===== src/rtl/pipe_pkg.sv =====
// Shared definitions for the inter-stage pipeline buffers: stage payload
// layouts and the buffer occupancy encoding {skid_v, main_v}.
package pipe_pkg;

  // MEM/WB stage payload, concatenated by the top level into in_data.
  typedef struct packed {
    logic [31:0] instr;
    logic [31:0] pc;
    logic [4:0]  write_reg;
    logic [31:0] dm_out;
    logic [31:0] result;
  } mw_payload_t;

  localparam int MW_W = $bits(mw_payload_t);

  // Occupancy state; bit 1 is the skid valid, bit 0 the main valid.
  typedef enum logic [1:0] {
    ST_EMPTY = 2'b00,
    ST_BUSY  = 2'b01,
    ST_FULL  = 2'b11
  } state_t;

endpackage


===== src/rtl/pipe_stage_buf_sat_counter.sv =====
// Saturating up-counter with synchronous clear; holds at all-ones.
module sat_counter #(
  parameter int CNT_W = 16
) (
  input  logic             clk,
  input  logic             clr,
  input  logic             inc,
  output logic [CNT_W-1:0] q
);

  logic [CNT_W-1:0] r_q;

  assign q = r_q;

  // Count up on inc, stop at the maximum value, clear has priority.
  always_ff @(posedge clk) begin
    if (clr) begin
      r_q <= '0;
    end else if (inc && (r_q != {CNT_W{1'b1}})) begin
      r_q <= r_q + 1'b1;
    end
  end

endmodule


===== src/rtl/pipe_stage_buf.sv =====
// Inter-stage pipeline buffer: opaque payload with valid/ready handshake,
// optional 2-entry skid buffer (registered in_ready), flush-to-bubble and a
// saturating stall-cycle counter. Cleared slots always read back as zero.
module pipe_stage_buf
  import pipe_pkg::*;
#(
  parameter int W     = 133,
  parameter int SKID  = 1,
  parameter int CNT_W = 16
) (
  input  logic             clk,
  input  logic             reset,
  input  logic             flush,
  input  logic             in_valid,
  output logic             in_ready,
  input  logic [W-1:0]     in_data,
  output logic             out_valid,
  input  logic             out_ready,
  output logic [W-1:0]     out_data,
  output logic [CNT_W-1:0] stall_cnt
);

  logic         w_main_v;
  logic [W-1:0] w_main_d;
  logic         w_in_ready;
  logic         w_stall;

  assign in_ready  = w_in_ready;
  assign out_valid = w_main_v;
  assign out_data  = w_main_d;

  // A stall is upstream offering while we refuse; flush does not matter here.
  assign w_stall = in_valid & ~w_in_ready;

  sat_counter #(
    .CNT_W(CNT_W)
  ) u_stall_cnt (
    .clk(clk),
    .clr(reset),
    .inc(w_stall),
    .q  (stall_cnt)
  );

  generate
    if (SKID == 1) begin : g_skid
      state_t       r_state, w_state_next;
      logic [W-1:0] r_main_d, w_main_d_next;
      logic [W-1:0] r_skid_d, w_skid_d_next;
      logic         w_in_fire, w_out_fire;

      // in_ready depends only on the skid register, never on out_ready.
      assign w_in_ready = (r_state != ST_FULL);
      assign w_main_v   = (r_state != ST_EMPTY);
      assign w_main_d   = r_main_d;
      assign w_in_fire  = in_valid & w_in_ready;
      assign w_out_fire = w_main_v & out_ready;

      // Next occupancy and data; flush drops everything including this input.
      always_comb begin
        w_state_next  = r_state;
        w_main_d_next = r_main_d;
        w_skid_d_next = r_skid_d;
        if (flush) begin
          w_state_next  = ST_EMPTY;
          w_main_d_next = '0;
          w_skid_d_next = '0;
        end else begin
          case (r_state)
            ST_EMPTY: begin
              if (w_in_fire) begin
                w_state_next  = ST_BUSY;
                w_main_d_next = in_data;
              end
            end
            ST_BUSY: begin
              if (w_in_fire && w_out_fire) begin
                w_main_d_next = in_data;
              end else if (w_out_fire) begin
                w_state_next  = ST_EMPTY;
                w_main_d_next = '0;
              end else if (w_in_fire) begin
                w_state_next  = ST_FULL;
                w_skid_d_next = in_data;
              end
            end
            ST_FULL: begin
              if (w_out_fire) begin
                w_state_next  = ST_BUSY;
                w_main_d_next = r_skid_d;
                w_skid_d_next = '0;
              end
            end
            default: begin
              w_state_next  = ST_EMPTY;
              w_main_d_next = '0;
              w_skid_d_next = '0;
            end
          endcase
        end
      end

      // State and data registers with synchronous reset to an empty bubble.
      always_ff @(posedge clk) begin
        if (reset) begin
          r_state  <= ST_EMPTY;
          r_main_d <= '0;
          r_skid_d <= '0;
        end else begin
          r_state  <= w_state_next;
          r_main_d <= w_main_d_next;
          r_skid_d <= w_skid_d_next;
        end
      end
    end else begin : g_noskid
      state_t       r_state, w_state_next;
      logic [W-1:0] r_main_d, w_main_d_next;
      logic         w_in_fire, w_out_fire;

      // Single register: accept whenever the slot is free or being drained.
      assign w_main_v   = (r_state == ST_BUSY);
      assign w_main_d   = r_main_d;
      assign w_in_ready = ~w_main_v | out_ready;
      assign w_in_fire  = in_valid & w_in_ready;
      assign w_out_fire = w_main_v & out_ready;

      // Load on input, otherwise clear to a bubble on output; flush wins.
      always_comb begin
        w_state_next  = r_state;
        w_main_d_next = r_main_d;
        if (flush) begin
          w_state_next  = ST_EMPTY;
          w_main_d_next = '0;
        end else if (w_in_fire) begin
          w_state_next  = ST_BUSY;
          w_main_d_next = in_data;
        end else if (w_out_fire) begin
          w_state_next  = ST_EMPTY;
          w_main_d_next = '0;
        end
      end

      // State and data registers with synchronous reset to an empty bubble.
      always_ff @(posedge clk) begin
        if (reset) begin
          r_state  <= ST_EMPTY;
          r_main_d <= '0;
        end else begin
          r_state  <= w_state_next;
          r_main_d <= w_main_d_next;
        end
      end
    end
  endgenerate

endmodule


===== config.mk =====
export PLATFORM = sky130hd
export DESIGN_NAME = pipe_stage_buf
export DESIGN_NICKNAME = d
export VERILOG_FILES = /design/src/rtl/pipe_pkg.sv /design/src/rtl/pipe_stage_buf_sat_counter.sv /design/src/rtl/pipe_stage_buf.sv
export SDC_FILE = /design/constraint.sdc
export NUM_CORES = 1
export LEC_CHECK = 0
export CAP_MARGIN = 25
export CORE_MARGIN = 5
export CORE_UTILIZATION = 51
export DETAILED_ROUTE_END_ITERATION = 8
export PLACE_DENSITY = 0.81
export RECOVER_POWER = 100
export SYNTH_ARGS = -nofsm -noshare
export SYNTH_HDL_FRONTEND = slang
export SYNTH_SLANG_ARGS = --single-unit

===== constraint.sdc =====
create_clock -name clk -period 2.9 [get_ports clk]
set_input_delay 0.87 -clock clk [delete_from_list [all_inputs] [get_ports clk]]
set_output_delay 0.87 -clock clk [all_outputs]
set_load 0.005 [all_outputs]

**Word-level counts from Yosys, hierarchy flattened**

Cells that the tools add are included.

- $add $sub $neg: 1
- Equal/unequal tests: 11
- Mux-type cells: 14
- Bitwise gates (word level): 5
- Reductions and logical operators: 8

Operator list:

| operator | number |
|---|---|
| $mux W133 | 6 |
| $pmux W133 S3 | 2 |
| $add A16 B1 Y16 const B | 1 |
| $ne A16 B16 Y1 const B | 1 |
| $ne A2 B2 Y1 const B | 6 |
| $mux W2 | 5 |
| $ne A3 B3 Y1 const B | 2 |
| $pmux W2 S3 | 1 |
| $reduce_and A5 Y1 | 1 |
| $reduce_and A4 Y1 | 1 |
| $and A1 B1 Y1 | 3 |
| $reduce_and A3 Y1 | 1 |
| $eq A2 B1 Y1 const B | 1 |
| $eq A2 B2 Y1 const B | 1 |
| $logic_and A1 B1 Y1 | 2 |
| $logic_not A2 Y1 | 1 |
| $not A1 Y1 | 2 |
| $reduce_bool A2 Y1 | 1 |
| $reduce_or A2 Y1 | 1 |

- Register bits after elaboration: 284
- Bits of input ports: 138
- Output and inout bits: 151
- Logic and storage cells: 43

**Logic depth before layout (Yosys ltp)**

Gate-level depths: netlist of run 1.

- Depth in word-level cells: 6
- Depth in mapped cells: 10
- Gate-level depth less buffers: 6

**Cells and area by module**

A second synthesis of run 1 with hierarchy kept.

- Cells, all modules: 1481
- Area total of the unflattened synthesis: 12064.1 µm²

By module, submodules not included:

| module | times used | cells each | area each (µm²) | sequential area each (µm²) |
|---|---|---|---|---|
| pipe_stage_buf | 1 | 1382 | 11215.8 | 5365.1 |
| sat_counter | 1 | 99 | 848.3 | 320.3 |

**Worst setup path before layout of run 1**

OpenSTA, ideal clock, no wires.

- Path type: input port to flip-flop
- Start: input in_valid
- End: register g_skid.r_skid_d[100]
- Setup time: 132 ps
- Data arrival time: 2279 ps
- Required time: 2768 ps
- Setup slack: 488 ps
- Stages: 8
- Path buffers: 4
- Cells stage by stage: buf_2 -> or3b_1 -> a211o_1 -> clkbuf_1 -> clkbuf_1 -> buf_2 -> nand2_1 -> a21oi_1

- Cells in the longest elaborated chain, start to end: 4
- Elaborated cells on any way between the ends: 5
- Classes of those cells: 2 x eq/ne; 1 x bitwise; 2 x reduce/logical

RTL lines:

| element | line | RTL |
|---|---|---|
| start: declaration | pipe_stage_buf.sv:14 | `input logic in_valid,` |
| $and A1 B1 Y1 * | pipe_stage_buf.sv:55 | `assign w_in_fire = in_valid & w_in_ready;` |
| $logic_and A1 B1 Y1 | pipe_stage_buf.sv:76 | `if (w_in_fire && w_out_fire) begin` |
| $ne A2 B2 Y1 (no line) | n/a |  |
| $reduce_and A5 Y1 (no line) * | n/a |  |
| end signal: assignment | pipe_stage_buf.sv:111 | `r_skid_d <= w_skid_d_next;` |
| end: declaration | pipe_stage_buf.sv:48 | `logic [W-1:0] r_skid_d, w_skid_d_next;` |

Every way passes the cells marked *; elsewhere a longest branch is shown, timed or not.
A chain may end at the register's enable or synchronous reset.

**Final worst setup path of run 1**

- Start: register g_skid.r_state[0]
- End: output out_valid

- Cells in the longest elaborated chain, start to end: 1

RTL lines:

| element | line | RTL |
|---|---|---|
| start: declaration | pipe_stage_buf.sv:46 | `state_t r_state, w_state_next;` |
| start signal: assignment | pipe_stage_buf.sv:109 | `r_state <= w_state_next;` |
| $reduce_bool A2 Y1 | pipe_stage_buf.sv:53 | `assign w_main_v = (r_state != ST_EMPTY);` |
| end: declaration | pipe_stage_buf.sv:17 | `output logic out_valid,` |

No other way between the ends.

==> out/summary.txt, run 1 <==
Status: finished, final reports clean
Leading area contributor after synthesis: dfxtp_1
Placement Rows: 58
Combinational share of power: 15.0%
Via count: 13.80k
Area Overhead vs Synth: 32.12%
# setup viols final: 0
PD cells: 554.9 nW/µm²
Int Pwr: 0.007041 W
Most frequent cell after synthesis: a21oi_1
Pins Over Slew Limit: 0
Post-route antenna net violation count: 0
Final std cells w/o fill: 2312
Main flop type after synthesis: dfxtp_1
Final setup skew: 0.01234 ns
Cell count after synthesis: 1775
Dpl hpwl: 24990 µm
Crit Path Max Fanout: 8
Hold WC Path Type: flop to flop
Residual DRC: 0
Critical Path AT: 1.93 ns
Synth area leaders: dfxtp_1 (44%), a21oi_1 (21%), nand2_1 (12%)
Commonest cells post-synth: a21oi_1 (541), nand2_1 (404), dfxtp_1 (284)
Placed Instances: 2255
P_sw: 0.002495 W
Synth warn: 0
Tot Pwr: 0.009536 W
First-pass GRT wire length: 65030 µm
Area after DPL: 16200 µm²
Synth Register Bits: 284
Path depth of the worst reg2reg path: 7
Post-Syn Area per Cell: 7.329 µm²
Worst-path clk slew: 0.06 ns
Global route total overflow: 0
Final min period: 2.804 ns
Reported max-cap violation count: 0
Worst hold slack: 0.4503 ns
Clock power share: 42.5%
Port bufs: 288
Unrepaired setup endpoints after global routing: false
GP Congestion: 0.8147
Rel. slew slack: 21.01%
Inserted Clock Buffers: 31
# clock sinks: 284
Min-Delay Path Depth: 2
Worst Tran Pin Value: 1.174 ns
Die area: 28800 µm²
Post-synth ARST share: 0%
DR iter-0 viols: 1394
Sw Share: 26.17%
Final Hold Violating Endpoints: 0
Number of synthesized flops with an enable pin: 0
Post-Route WL: 40710 µm
Mapped Area: 13010 µm²
Setup total negative slack: 0 ns
Hold Buf Count CTS: 0
CP Capture Type: output pin
DIE WIDTH: 169.7 µm
Register area share after synthesis: 43.70%
Fraction of layout cells with a size suffix above 1: 5.202%
FMAX: 356.6 MHz
Final worst path period share: 96.69%
Clock root cell: clkbuf_16
Io pins: 289
Worst-Skew Late Latency: 0.55 ns
Synthesized Nets: 1919
Starting Density: 51.66%
Max VDD drop: 463.1 µV
TritonRoute pass-1 iters: 5
CP Class: flop to output pin
Synth cell types: 42
Pin count of the biggest net entering global routing: 161
Die height: 169.7 µm
Reg power frac: 42.4%
Leak: 6.161 nW
Initial antenna violation count: 2
Design area: 17190 µm²
CTS H-tree lvls: 1
Yosys top cell area share: 43.70%
Final Net Count: 2102
Vias in the first global route: 13.02k
Worst endpoint required time: 2.03 ns
Worst-case clock buffer depth: 3
Via/cell ratio: 5.968
DR WL/cell: 17.61 µm
Startpoint types: flop
CTS tree: built
Core region area: 25180 µm²
Total GRT Usage: 26.58%
## power groups by stage
stage	clock (W)	combinational (W)	sequential, W
2_1_floorplan	0	0.000779	0.00413
6_report	0.00405	0.00143	0.00405
4_1_cts	0.00411	0.00148	0.00405
5_1_grt	0.00427	0.00156	0.00406
3_3_place_gp	0	0.00145	0.00413
3_5_place_dp	0	0.00146	0.00414
## registers in the layout, indices dropped and copies added, names as in the netlist
signal / flops
out_data: 133
g_skid.r_skid_d: 133
u_stall_cnt.q: 16
g_skid.r_state: 2
## cells by family (layout without fill, tap and decap cells)
logic type      Yosys count  in the layout  share of synthesized area (%)
fa+ha+maj                 6              6                         0.5771
xor+xnor                  1              1                        0.06734
compound gates          691            691                          29.56
mux                      10             10                         0.8367
buf+inv                 188            393                          5.829
flops                   284            284                          43.70
simple gates            595            595                          19.43
other cells               0              2                              0
## through the flow
| stage | utilization [%] | setup WS (ns) |
|---|---|---|
| 2_1_floorplan | - | 0.4883 |
| 3_5_place_dp | 64.33 | 0.03014 |
| 5_1_grt | 68.25 | 0.01854 |
| 6_report | 68.25 | 0.09601 |
| 4_1_cts | 68.54 | 0.06553 |
| 3_3_place_gp | 64.33 | 0.1080 |
## critical path: stages, from the launching register on
cell,delay (ns)
dfxtp_2,0.41
inv_1,0.14
ha_4,0.24
inv_1,0.10
clkdlybuf4s50_1,0.51
## cells in the final DEF, fill, tap and decap left out, types with 6 or more instances in the layout
master | netlist | routed
a21oi_1 | 541 | 541
nand2_1 | 404 | 404
dfxtp_1 | 284 | 282
dlygate4sd3_1 | 0 | 150
nand3_1 | 138 | 138
clkdlybuf4s50_1 | 0 | 138
a211oi_1 | 134 | 134
clkbuf_16 | 0 | 31
buf_12 | 0 | 15
nor2_1 | 14 | 14
buf_4 | 8 | 14
clkbuf_1 | 147 | 13
clkbuf_8 | 0 | 9
nor2b_1 | 8 | 8
inv_1 | 7 | 7
clkbuf_2 | 0 | 6
## repair_timing
action	in CTS	in global routing
endpoints found under the setup margin	2	0
buffers inserted	0	0
resized for setup	2	0
## per-layer routing
| metal | GRT usage, % | wire [µm] | up-vias |
|---|---|---|---|
| li1 | - | - | 6636 |
| met1 | 33.44 | 16400 | 6443 |
| met2 | 44.83 | 19670 | 619 |
| met3 | 4.496 | 3079 | 99 |
| met4 | 11.90 | 1556 | 0 |
| met5 | 0 | 0 | - |
## layout make-up
| type | count | area (µm²) |
|---|---|---|
| Antenna cell | 2 | 5.005 |
| Clock buffer | 45 | 918.4 |
| Clock inverter | 10 | 138.9 |
| Fill cell | 2059 | 7995 |
| Inverter | 7 | 26.28 |
| Multi-Input combinational cell | 1303 | 6649 |
| Sequential cell | 284 | 5688 |
| Tap cell | 330 | 412.9 |
| Timing Repair Buffer | 331 | 3348 |
## worst paths after layout
kind	start	end	slack, ns
worst min register to register	out_data[64]	out_data[64]	0.45
worst max-delay path	g_skid.r_state[0]	out_valid	0.1
worst max register to register	g_skid.r_state[0]	g_skid.r_skid_d[106]	0.24
worst min-delay path	out_data[64]	out_data[64]	0.45
Note: power is estimated with default switching activity, not from simulation.
==> inputs of run 2 (changes only) <==
Settings changed: CORE_UTILIZATION 51 to 50, GPL_TIMING_DRIVEN from default to 0, PLACE_DENSITY 0.81 to 0.8, SYNTH_HIERARCHICAL from default to 1.
==> run 2 against run 1 <==
Net effect: maximum frequency rose by 0.11%; area after synthesis fell by 7.3%; die area is 5.1% lower; synthesized cell count down 17%; worst setup slack improved by 0.0031 ns; utilization rose by 1.7 points; routed wire length fell by 2.8%; flip-flop and latch count unchanged; register-to-register slack worse by 0.10 ns; sequential share of layout area grew 1.3 points; clock skew barely moved; via count is 8.6% lower.
==> out/summary.txt, run 2 <==
Worst-case clock buffer depth: 3 (unchanged)
Post-Syn Area per Cell: 8.146 µm² (was 7.329 µm²)
Leak: 6.309 nW (was 6.161 nW)
# clock sinks: 284 (unchanged)
Placement Rows: 56 (was 58)
Synth warn: 6 (was 0)
DR WL/cell: 18.41 µm (was 17.61 µm)
Worst path depth: 6 (was 4)
Final min period: 2.801 ns (was 2.804 ns)
CP delay by family, top: buffers and inverters (unchanged)
Most numerous cell on the critical path: inv_1 (unchanged)
Port bufs: 288 (unchanged)
DIE WIDTH: 165.3 µm (was 169.7 µm)
Max VDD drop: 472.6 µV (was 463.1 µV)
Die area: 27330 µm² (was 28800 µm²)
Hold WC Path Type: flop to flop (unchanged)
Critical-path cell list: inv_1 > ha_1 > buf_6 > buf_8 > inv_1 > dlygate4sd2_1 (was inv_1 > ha_4 > inv_1 > clkdlybuf4s50_1)
Worst Tran Pin Value: 1.234 ns (was 1.174 ns)
Die height: 165.3 µm (was 169.7 µm)
TritonRoute pass-1 iters: 5 (unchanged)
GP Congestion: 0.8505 (was 0.8147)
DR iter-0 viols: 1239 (was 1394)
First-pass GRT wire length: 61780 µm (was 65030 µm)
Pins Over Slew Limit: 0 (unchanged)
Final std cells w/o fill: 2148 (was 2312)
Area Overhead vs Synth: 36.95% (was 32.12%)
Rel. slew slack: 16.98% (was 21.01%)
Post-route antenna net violation count: 0 (unchanged)
Final worst path period share: 96.58% (was 96.69%)
Largest stage delay, worst path: 0.34 ns (was 0.51 ns)
Worst endpoint required time: 2.03 ns (about the same)
Final Hold Violating Endpoints: 0 (unchanged)
Unrepaired setup endpoints after global routing: true (was false)
Critical Path AT: 1.93 ns (about the same)
Cell count after synthesis: 1481 (was 1775)
Mapped Area: 12060 µm² (was 13010 µm²)
Status: finished, final reports clean (unchanged)
Number of synthesized flops with an enable pin: 0 (unchanged)
Total GRT Usage: 27.45% (was 26.58%)
Initial antenna violation count: 3 (was 2)
Main flop type after synthesis: dfxtp_1 (unchanged)
Most frequent cell after synthesis: dfxtp_1 (was a21oi_1)
Setup ws final: 0.09908 ns (was 0.09601 ns)
Crit Path Max Fanout: 19 (was 8)
Final setup skew: 0.01191 ns (was 0.01234 ns)
Starting Density: 51.09% (was 51.66%)
Vias in the first global route: 11.81k (was 13.02k)
Worst-Skew Late Latency: 0.54 ns (was 0.55 ns)
Design area: 16520 µm² (was 17190 µm²)
Placed Instances: 2091 (was 2255)
Via count: 12.61k (was 13.80k)
Path depth of the worst reg2reg path: 7 (unchanged)
Global route total overflow: 0 (unchanged)
Worst path bufs/invs: 5 (was 3)
CP Capture Type: output pin (unchanged)
Reported max-cap violation count: 0 (unchanged)
Leading area contributor after synthesis: dfxtp_1 (unchanged)
PD cells: 581.4 nW/µm² (was 554.9 nW/µm²)
Core region area: 23610 µm² (was 25180 µm²)
CP max stage cell: dfxtp_2 (was clkdlybuf4s50_1)
Register area share after synthesis: 47.13% (was 43.70%)
Commonest cells post-synth: dfxtp_1 (284), a21oi_1 (277), nand3_1 (274) (was a21oi_1 (541), nand2_1 (404), dfxtp_1 (284))
Worst slack, placed: -1.096 ns (was 0.03014 ns)
Min-Delay Path Depth: 2 (unchanged)
CP Class: flop to output pin (unchanged)
Synth Register Bits: 284 (unchanged)
Post-synth ARST share: 0% (unchanged)
Final Net Count: 1944 (was 2102)
CTS tree: built (unchanged)
Synth cell types: 40 (was 42)
Synth area leaders: dfxtp_1 (47%), a21oi_1 (11%), nand3_1 (11%) (was dfxtp_1 (44%), a21oi_1 (21%), nand2_1 (12%))
Residual DRC: 0 (unchanged)
Hold Buf Count CTS: 0 (unchanged)
Commonest non-fill, non-tap cell in the layout: dfxtp_1 (was a21oi_1)
Via/cell ratio: 5.872 (was 5.968)
Worst-path clk slew: 0.06 ns (about the same)
Inserted Clock Buffers: 30 (was 31)
CTS H-tree lvls: 1 (unchanged)
Area after DPL: 15370 µm² (was 16200 µm²)
Clock root cell: clkbuf_16 (unchanged)
Synthesized Nets: 1625 (was 1919)
Fraction of layout cells with a size suffix above 1: 5.702% (was 5.202%)
FMAX: 357.0 MHz (was 356.6 MHz)
Yosys top cell area share: 47.13% (was 43.70%)
Startpoint types: flop (unchanged)
Pin count of the biggest net entering global routing: 20 (was 161)
Io pins: 289 (unchanged)
Post-Route WL: 39550 µm (was 40710 µm)
# setup viols final: 0 (unchanged)
Post-layout util: 69.97% (was 68.25%)
Most frequent cells in the layout: dfxtp_1 (282), a21oi_1 (276), nand3_1 (274), dlygate4sd3_1 (149), nand2_1 (144) (was a21oi_1 (541), nand2_1 (404), dfxtp_1 (282), dlygate4sd3_1 (150))
Dpl hpwl: 27780 µm (was 24990 µm)
[run 2: layout make-up]
cell class | count | area [µm²]
sequential | 284 | 5688
multi-input combinational | 1038 | 5725
inverter | 9 | 33.78
clock inverter | 13 | 217.7
timing repair buffer | 291 | 2908
tap | 319 | 399.1
fill | 1909 | 7091
clock buffer | 43 | 900.9
buffer | 146 | 636.9
antenna | 5 | 12.51
[run 2: final timing paths]
kind / end / slack, ns / start
worst max register to register: out_data[73] / 0.14 / g_skid.r_state[1]
worst min-delay path: g_skid.r_skid_d[12] / 0.45 / g_skid.r_skid_d[12]
worst max-delay path: out_valid / 0.1 / g_skid.r_state[0]
worst min register to register: g_skid.r_skid_d[12] / 0.45 / g_skid.r_skid_d[12]
[run 2: logic make-up after synthesis]
| kind of cell | count (synthesis) | synth area share, % |
|---|---|---|
| AOI/OAI and AO/OA | 560 | 27.74 |
| xor gates and xnor gates | 2 | 0.1452 |
| adders and majority gates | 6 | 0.6223 |
| buffers and inverters | 159 | 5.435 |
| DFF | 284 | 47.13 |
| muxes | 5 | 0.4356 |
| and+or+nand+nor | 465 | 18.49 |
[run 2: worst min-delay path: stages (launching register included)]
cell     delay, ns
dfxtp_1       0.31
nand2_1       0.05
a21oi_1       0.05
[run 2: stage by stage]
stage               power (W)  hold slack (ns)  setup TNS, ns
global route         0.009939           0.4695       -0.01607
CTS                  0.009677           0.4519     -0.0007012
global placement     0.005417           0.4376        -196.75
finish               0.009606           0.4505              0
floorplan            0.004763           0.4322              0
detailed placement   0.005441           0.4433        -170.94
[run 2: routing by layer]
layer	up-vias	GRT usage (%)	wire (µm)
met2	507	44.80	18590
met3	92	4.294	2733
met1	5967	37.07	16850
met4	0	9.749	1381
li1	6046	-	-
met5	-	0	0
[run 2: power by group]
part           total [W]  switching, W  leakage, nW  internal, W
combinational    0.00129      0.000733         3.46     0.000559
clock            0.00426       0.00157        0.553      0.00268
sequential       0.00406     0.0000535         2.30      0.00400
[run 2: repair_timing]
action	4_1_cts	5_1_grt
setup endpoints to repair	204	128
resized for setup	12	17
setup buffers	0	0
